[config.mk]
export PLATFORM = sky130hd
export DESIGN_NAME = bin_thresh_ctrl
export DESIGN_NICKNAME = d
export VERILOG_FILES = /design/src/rtl/bin_pkg.sv /design/src/rtl/bin_thresh_ctrl_sof_detect.sv /design/src/rtl/bin_thresh_ctrl.sv
export SDC_FILE = /design/constraint.sdc
export NUM_CORES = 1
export LEC_CHECK = 0
export BUFFER_PORTS_ARGS = -buffer_cell sky130_fd_sc_hd__buf_4
export CAP_MARGIN = 20
export CORE_UTILIZATION = 40
export CTS_BUF_LIST = sky130_fd_sc_hd__clkbuf_8
export DETAILED_ROUTE_END_ITERATION = 12
export SLEW_MARGIN = 20
export SYNTH_ARGS = -nofsm -noshare
export SYNTH_HDL_FRONTEND = slang
export SYNTH_SLANG_ARGS = --single-unit
[constraint.sdc]
create_clock -name clk -period 2.9 [get_ports clk]
set_clock_uncertainty 0.2 [all_clocks]
set_input_delay 0.29 -clock clk [delete_from_list [all_inputs] [get_ports clk]]
set_output_delay 0.29 -clock clk [all_outputs]
set_load 0.01 [all_outputs]
[src/rtl/bin_pkg.sv]
// Shared constants and types for the skin binarisation threshold controller.
package bin_pkg;

  localparam logic [2:0] CFG_ADDR_CB_MIN = 3'd0;
  localparam logic [2:0] CFG_ADDR_CB_MAX = 3'd1;
  localparam logic [2:0] CFG_ADDR_CR_MIN = 3'd2;
  localparam logic [2:0] CFG_ADDR_CR_MAX = 3'd3;
  localparam logic [2:0] CFG_ADDR_COMMIT = 3'd4;

  localparam logic [7:0] CB_MIN_DEF = 8'd105;
  localparam logic [7:0] CB_MAX_DEF = 8'd135;
  localparam logic [7:0] CR_MIN_DEF = 8'd125;
  localparam logic [7:0] CR_MAX_DEF = 8'd165;

  localparam logic [7:0] BIN_SKIN = 8'd255;

  typedef enum logic {StWaitSof, StActive} bin_state_e;

  // A threshold window is usable only if it is non-empty.
  function automatic logic thr_window_ok(input logic [7:0] lo, input logic [7:0] hi);
    return lo < hi;
  endfunction

endpackage

[src/rtl/bin_thresh_ctrl_sof_detect.sv]
// Polarity-normalised vsync register and leading-edge (start-of-frame) detect.
module bin_thresh_ctrl_sof_detect #(
  parameter bit VS_ACTIVE = 1'b1
) (
  input  logic clk,
  input  logic rst,
  input  logic vsync_in,
  output logic sof
);

  logic vs;
  logic vs_d, vs_q;

  assign vs   = ~(vsync_in ^ VS_ACTIVE);
  assign vs_d = vs;
  assign sof  = vs && !vs_q;

  always_ff @(posedge clk) begin
    if (rst) begin
      vs_q <= 1'b0;
    end else begin
      vs_q <= vs_d;
    end
  end

endmodule

[src/rtl/bin_thresh_ctrl.sv]
// Double-buffered Cb/Cr threshold registers committed at frame start, plus a
// per-frame skin pixel counter published once per frame.
module bin_thresh_ctrl
  import bin_pkg::*;
#(
  parameter logic [7:0]  CB_MIN_RST = CB_MIN_DEF,
  parameter logic [7:0]  CB_MAX_RST = CB_MAX_DEF,
  parameter logic [7:0]  CR_MIN_RST = CR_MIN_DEF,
  parameter logic [7:0]  CR_MAX_RST = CR_MAX_DEF,
  parameter int unsigned CNT_W      = 22,
  parameter bit          VS_ACTIVE  = 1'b1
) (
  input  logic             clk,
  input  logic             rst,
  input  logic             cfg_valid,
  output logic             cfg_ready,
  input  logic [2:0]       cfg_addr,
  input  logic [7:0]       cfg_data,
  output logic [7:0]       cb_min,
  output logic [7:0]       cb_max,
  output logic [7:0]       cr_min,
  output logic [7:0]       cr_max,
  input  logic [7:0]       bin_in,
  input  logic             de_in,
  input  logic             vsync_in,
  output logic [CNT_W-1:0] skin_count,
  output logic             frame_done,
  output logic             cfg_err
);

  // Index order: 0=cb_min 1=cb_max 2=cr_min 3=cr_max, matching cfg_addr.
  localparam logic [3:0][7:0] THR_RST = {CR_MAX_RST, CR_MIN_RST, CB_MAX_RST, CB_MIN_RST};

  logic sof;
  logic hit;
  logic [CNT_W-1:0] cnt_inc;

  logic [3:0][7:0]  shad_d, shad_q;
  logic [3:0][7:0]  act_d, act_q;
  logic             pending_d, pending_q;
  logic             err_d, err_q;
  logic             done_d, done_q;
  logic [CNT_W-1:0] cnt_d, cnt_q;
  logic [CNT_W-1:0] skin_d, skin_q;
  bin_state_e       state_d, state_q;

  bin_thresh_ctrl_sof_detect #(
    .VS_ACTIVE(VS_ACTIVE)
  ) u_sof_detect (
    .clk     (clk),
    .rst     (rst),
    .vsync_in(vsync_in),
    .sof     (sof)
  );

  assign hit     = de_in && (bin_in == BIN_SKIN);
  assign cnt_inc = (hit && !(&cnt_q)) ? cnt_q + CNT_W'(1) : cnt_q;

  always_comb begin
    shad_d    = shad_q;
    act_d     = act_q;
    pending_d = pending_q;
    err_d     = err_q;
    done_d    = 1'b0;
    cnt_d     = cnt_q;
    skin_d    = skin_q;
    state_d   = state_q;

    unique case (state_q)
      StWaitSof: begin
        if (sof) begin
          state_d = StActive;
          cnt_d   = '0;
        end
      end
      StActive: begin
        if (sof) begin
          // The sof-cycle pixel still belongs to the frame being closed.
          skin_d = cnt_inc;
          done_d = 1'b1;
          cnt_d  = '0;
        end else begin
          cnt_d = cnt_inc;
        end
      end
      default: state_d = StWaitSof;
    endcase

    if (sof && pending_q) begin
      pending_d = 1'b0;
      if (thr_window_ok(shad_q[0], shad_q[1]) && thr_window_ok(shad_q[2], shad_q[3])) begin
        act_d = shad_q;
      end else begin
        err_d = 1'b1;
      end
    end

    // Handshake only possible with no commit pending, so it never races the commit above.
    if (cfg_valid && !pending_q) begin
      unique case (cfg_addr)
        CFG_ADDR_CB_MIN, CFG_ADDR_CB_MAX, CFG_ADDR_CR_MIN, CFG_ADDR_CR_MAX: begin
          shad_d[cfg_addr[1:0]] = cfg_data;
        end
        CFG_ADDR_COMMIT: begin
          pending_d = 1'b1;
          err_d     = 1'b0;
        end
        default: ;
      endcase
    end
  end

  always_ff @(posedge clk) begin
    if (rst) begin
      shad_q    <= THR_RST;
      act_q     <= THR_RST;
      pending_q <= 1'b0;
      err_q     <= 1'b0;
      done_q    <= 1'b0;
      cnt_q     <= '0;
      skin_q    <= '0;
      state_q   <= StWaitSof;
    end else begin
      shad_q    <= shad_d;
      act_q     <= act_d;
      pending_q <= pending_d;
      err_q     <= err_d;
      done_q    <= done_d;
      cnt_q     <= cnt_d;
      skin_q    <= skin_d;
      state_q   <= state_d;
    end
  end

  assign cfg_ready  = !pending_q;
  assign cb_min     = act_q[0];
  assign cb_max     = act_q[1];
  assign cr_min     = act_q[2];
  assign cr_max     = act_q[3];
  assign skin_count = skin_q;
  assign frame_done = done_q;
  assign cfg_err    = err_q;

endmodule

==> flow_summary.ini <==
[clock_network]
ctsResizeCount = 0
cts_tree = built
clockBufferDepth = 2
clk_pin_slew_ns = 0.06
htree_levels = 4
cts_hold_buf = 11
clk_latency_ns = 0.44
numCtsBuffers = 17
post-cts-setup-buffer-count = 0
cts_root_buffer = clkbuf_8
clock-sinks = 113

[route]
via_per_inst = 4.90
via_count = 4098
route.detailed.wl_per_inst_um = 13.6
ant_nets = 0
first_pass_iters = 4
drt-initial-drc-count = 219
drc = 0
routed_wl_um = 11300

[setup_path]
critPathLaunchType = flip-flop
r2r_start = cnt_q[0]
reg2reg_depth = 7
arrival_ns = 2.82
timing.critical_path.mode_cell = or3_1
critPathBufInv = 0
path_delay_family = simple AND/OR/NAND/NOR gates
path_cells = ha_1 -> nand3_1 -> or4_4 -> or3_1 -> or3_1 -> xor2_1 -> nor2_1
timing.rr.end = cnt_q[14]
cp_slowest_cell = or4_4
ff2ff_setup_slack_ns = 0.19
end_kind = flip-flop
worst-setup-path-type = flip-flop to flip-flop
cpPeakStageDelay_ns = 0.52
worstPathMaxFanout = 5
worstPathRequired_ns = 3.01

[sta]
drv_slew = 0
timing.final.crit_share = 0.933
clock.fmax_mhz = 370
rsz0062_at_grt = no
finalCriticalPeriod_ns = 2.71
worst_hold_slack_ns = 0.148
fin_tns_setup_ns = 0
worst_pin_slew_ns = 0.701
setup_violations = 0
relSlewSlack = 0.532
hold_viol_final = 0

[die]
ios = 81
die_w_um = 115
fp.coreArea_um2 = 12600
die_area_um2 = 13300
die_y_um = 115
start_util = 0.410
rows = 41

[global_route]
grt-ovfl-total = 0
grt_max_degree = 68
grt_util_all_layers = 0.184
grt_antenna_before_repair = 0
grt_pass1_wl_um = 18700
grt_pass1_vias = 3960

[layout]
fin_nets = 692
area.growth.synth_to_final_pct = 24.2
layout-drive-gt1-share = 0.191
insertedDiodeCount = 0

[hold_path]
hold_class = input pin to flip-flop
hold_path.startpoint = rst
holdPathEnd = shad_q[27]
min_path_cells = 2

[run_status]
status = completed

[yosys]
ys_top_cells_by_area = dfxtp_1 (44%), mux2i_1 (9.3%), nor2_1 (8.2%)
synth-seq-cells = 113
synth-edff-count = 0
synth.distinct_cells = 45
synth-seq-area-share = 0.439
synth-main-ff-cell = dfxtp_1
yosysTopAreaCellShare = 0.439
synthTopCellsByCount = dfxtp_1 (113), nor2_1 (113), mux2i_1 (48)
syn_inst = 568
postSynthAreaPerCell_um2 = 9.06
async_flop_share = 0
netlist_area_um2 = 5150
syn-num-nets = 607
ys_warn_count = 0
yosysTopAreaCell = dfxtp_1

[power]
power_mw = 3.24
p_leak_nw = 2.48
peakVddDrop_v = 0.000303
p_per_area_nw_per_um2 = 506

[place]
hpwl_um = 7800
port_buffers = 80
place_congestion = 0.761

[flow_run]
max_cap_viol_count = 0
[state kept, by name, indices dropped and copies added, names as in the netlist]
signal	cells
pending_q	1
state_q	1
shad_q	32
cnt_q	22
cr_max	8
cb_min	8
skin_count	22
cr_min	8
frame_done	1
u_sof_detect.vs_q	1
cb_max	8
cfg_err	1
[stage by stage]
| stage | utilization | cell area, µm² | instances | worst slack [ns] |
|---|---|---|---|---|
| after floorplan | - | 5150 | 568 | 0.329 |
| after global placement | 0.471 | 5920 | 795 | 0.291 |
| after detailed placement | 0.471 | 5920 | 795 | 0.240 |
| after CTS | 0.509 | 6390 | 836 | 0.202 |
| after global routing | 0.509 | 6390 | 836 | 0.0260 |
| final | 0.509 | 6390 | 836 | 0.194 |
[where the power goes]
| group | leakage (nW) | switching [mW] | internal, mW | total, mW |
|---|---|---|---|---|
| Combinational | 1.36 | 0.124 | 0.113 | 0.237 |
| Clock | 0.203 | 0.616 | 0.777 | 1.39 |
| Sequential | 0.916 | 0.0200 | 1.58 | 1.60 |
[final cells by class]
cell class	instances	area, µm²
tap	172	215
clock buffer	19	262
fill	1232	6180
multi-input combinational	394	2650
clock inverter	11	101
inverter	25	93.8
sequential	113	2260
timing repair buffer	102	806
[worst register-to-register path: cells and delay by family, from the launching register on]
kind	cells	cell delay [ns]
adders and majority gates	1	0.25
and+or+nand+nor	5	1.56
xor gates and xnor gates	1	0.14
DFF	1	0.42
[logic make-up (layout without fill, tap and decap cells)]
family,count (synthesis),after routing,share of synthesized area
adders and majority gates,15,15,0.0365
xor gates and xnor gates,42,42,0.0714
DFF,113,113,0.439
buffers and inverters,61,157,0.0457
and+or+nand+nor,227,227,0.214
muxes,48,48,0.0933
AOI/OAI and AO/OA,62,62,0.0994
[how the worst max path moves through the flow]
stage / startpoint / end / slack (ns) / cells after the start
2_1_floorplan: shad_q[14] / cb_max[0] / 0.33 / 10
5_1_grt: cnt_q[0] / skin_count[18] / 0.03 / 7
6_report: cnt_q[0] / cnt_q[14] / 0.19 / 7
3_5_place_dp: cnt_q[0] / cnt_q[14] / 0.24 / 7
4_1_cts: cnt_q[0] / cnt_q[14] / 0.20 / 7
3_3_place_gp: cnt_q[0] / cnt_q[14] / 0.29 / 7
[placed cells by master, fill, tap and decap left out, drive strengths merged, types with 19 or more instances in the layout]
cell type  instances
nand2             21
dfxtp            113
buf               91
mux2i             48
xor2              32
inv               30
nand2b            30
clkbuf            19
nor2             113
a211oi            24
[per-layer routing]
layer / track usage / vias to the layer above / part of all wire
met5: 0 / - / 0
li1: - / 2082 / -
met1: 0.212 / 1918 / 0.44
met4: 0.0918 / 0 / 0.020
met3: 0.0513 / 17 / 0.039
met2: 0.312 / 81 / 0.50
(Power assumes the default switching activity.)
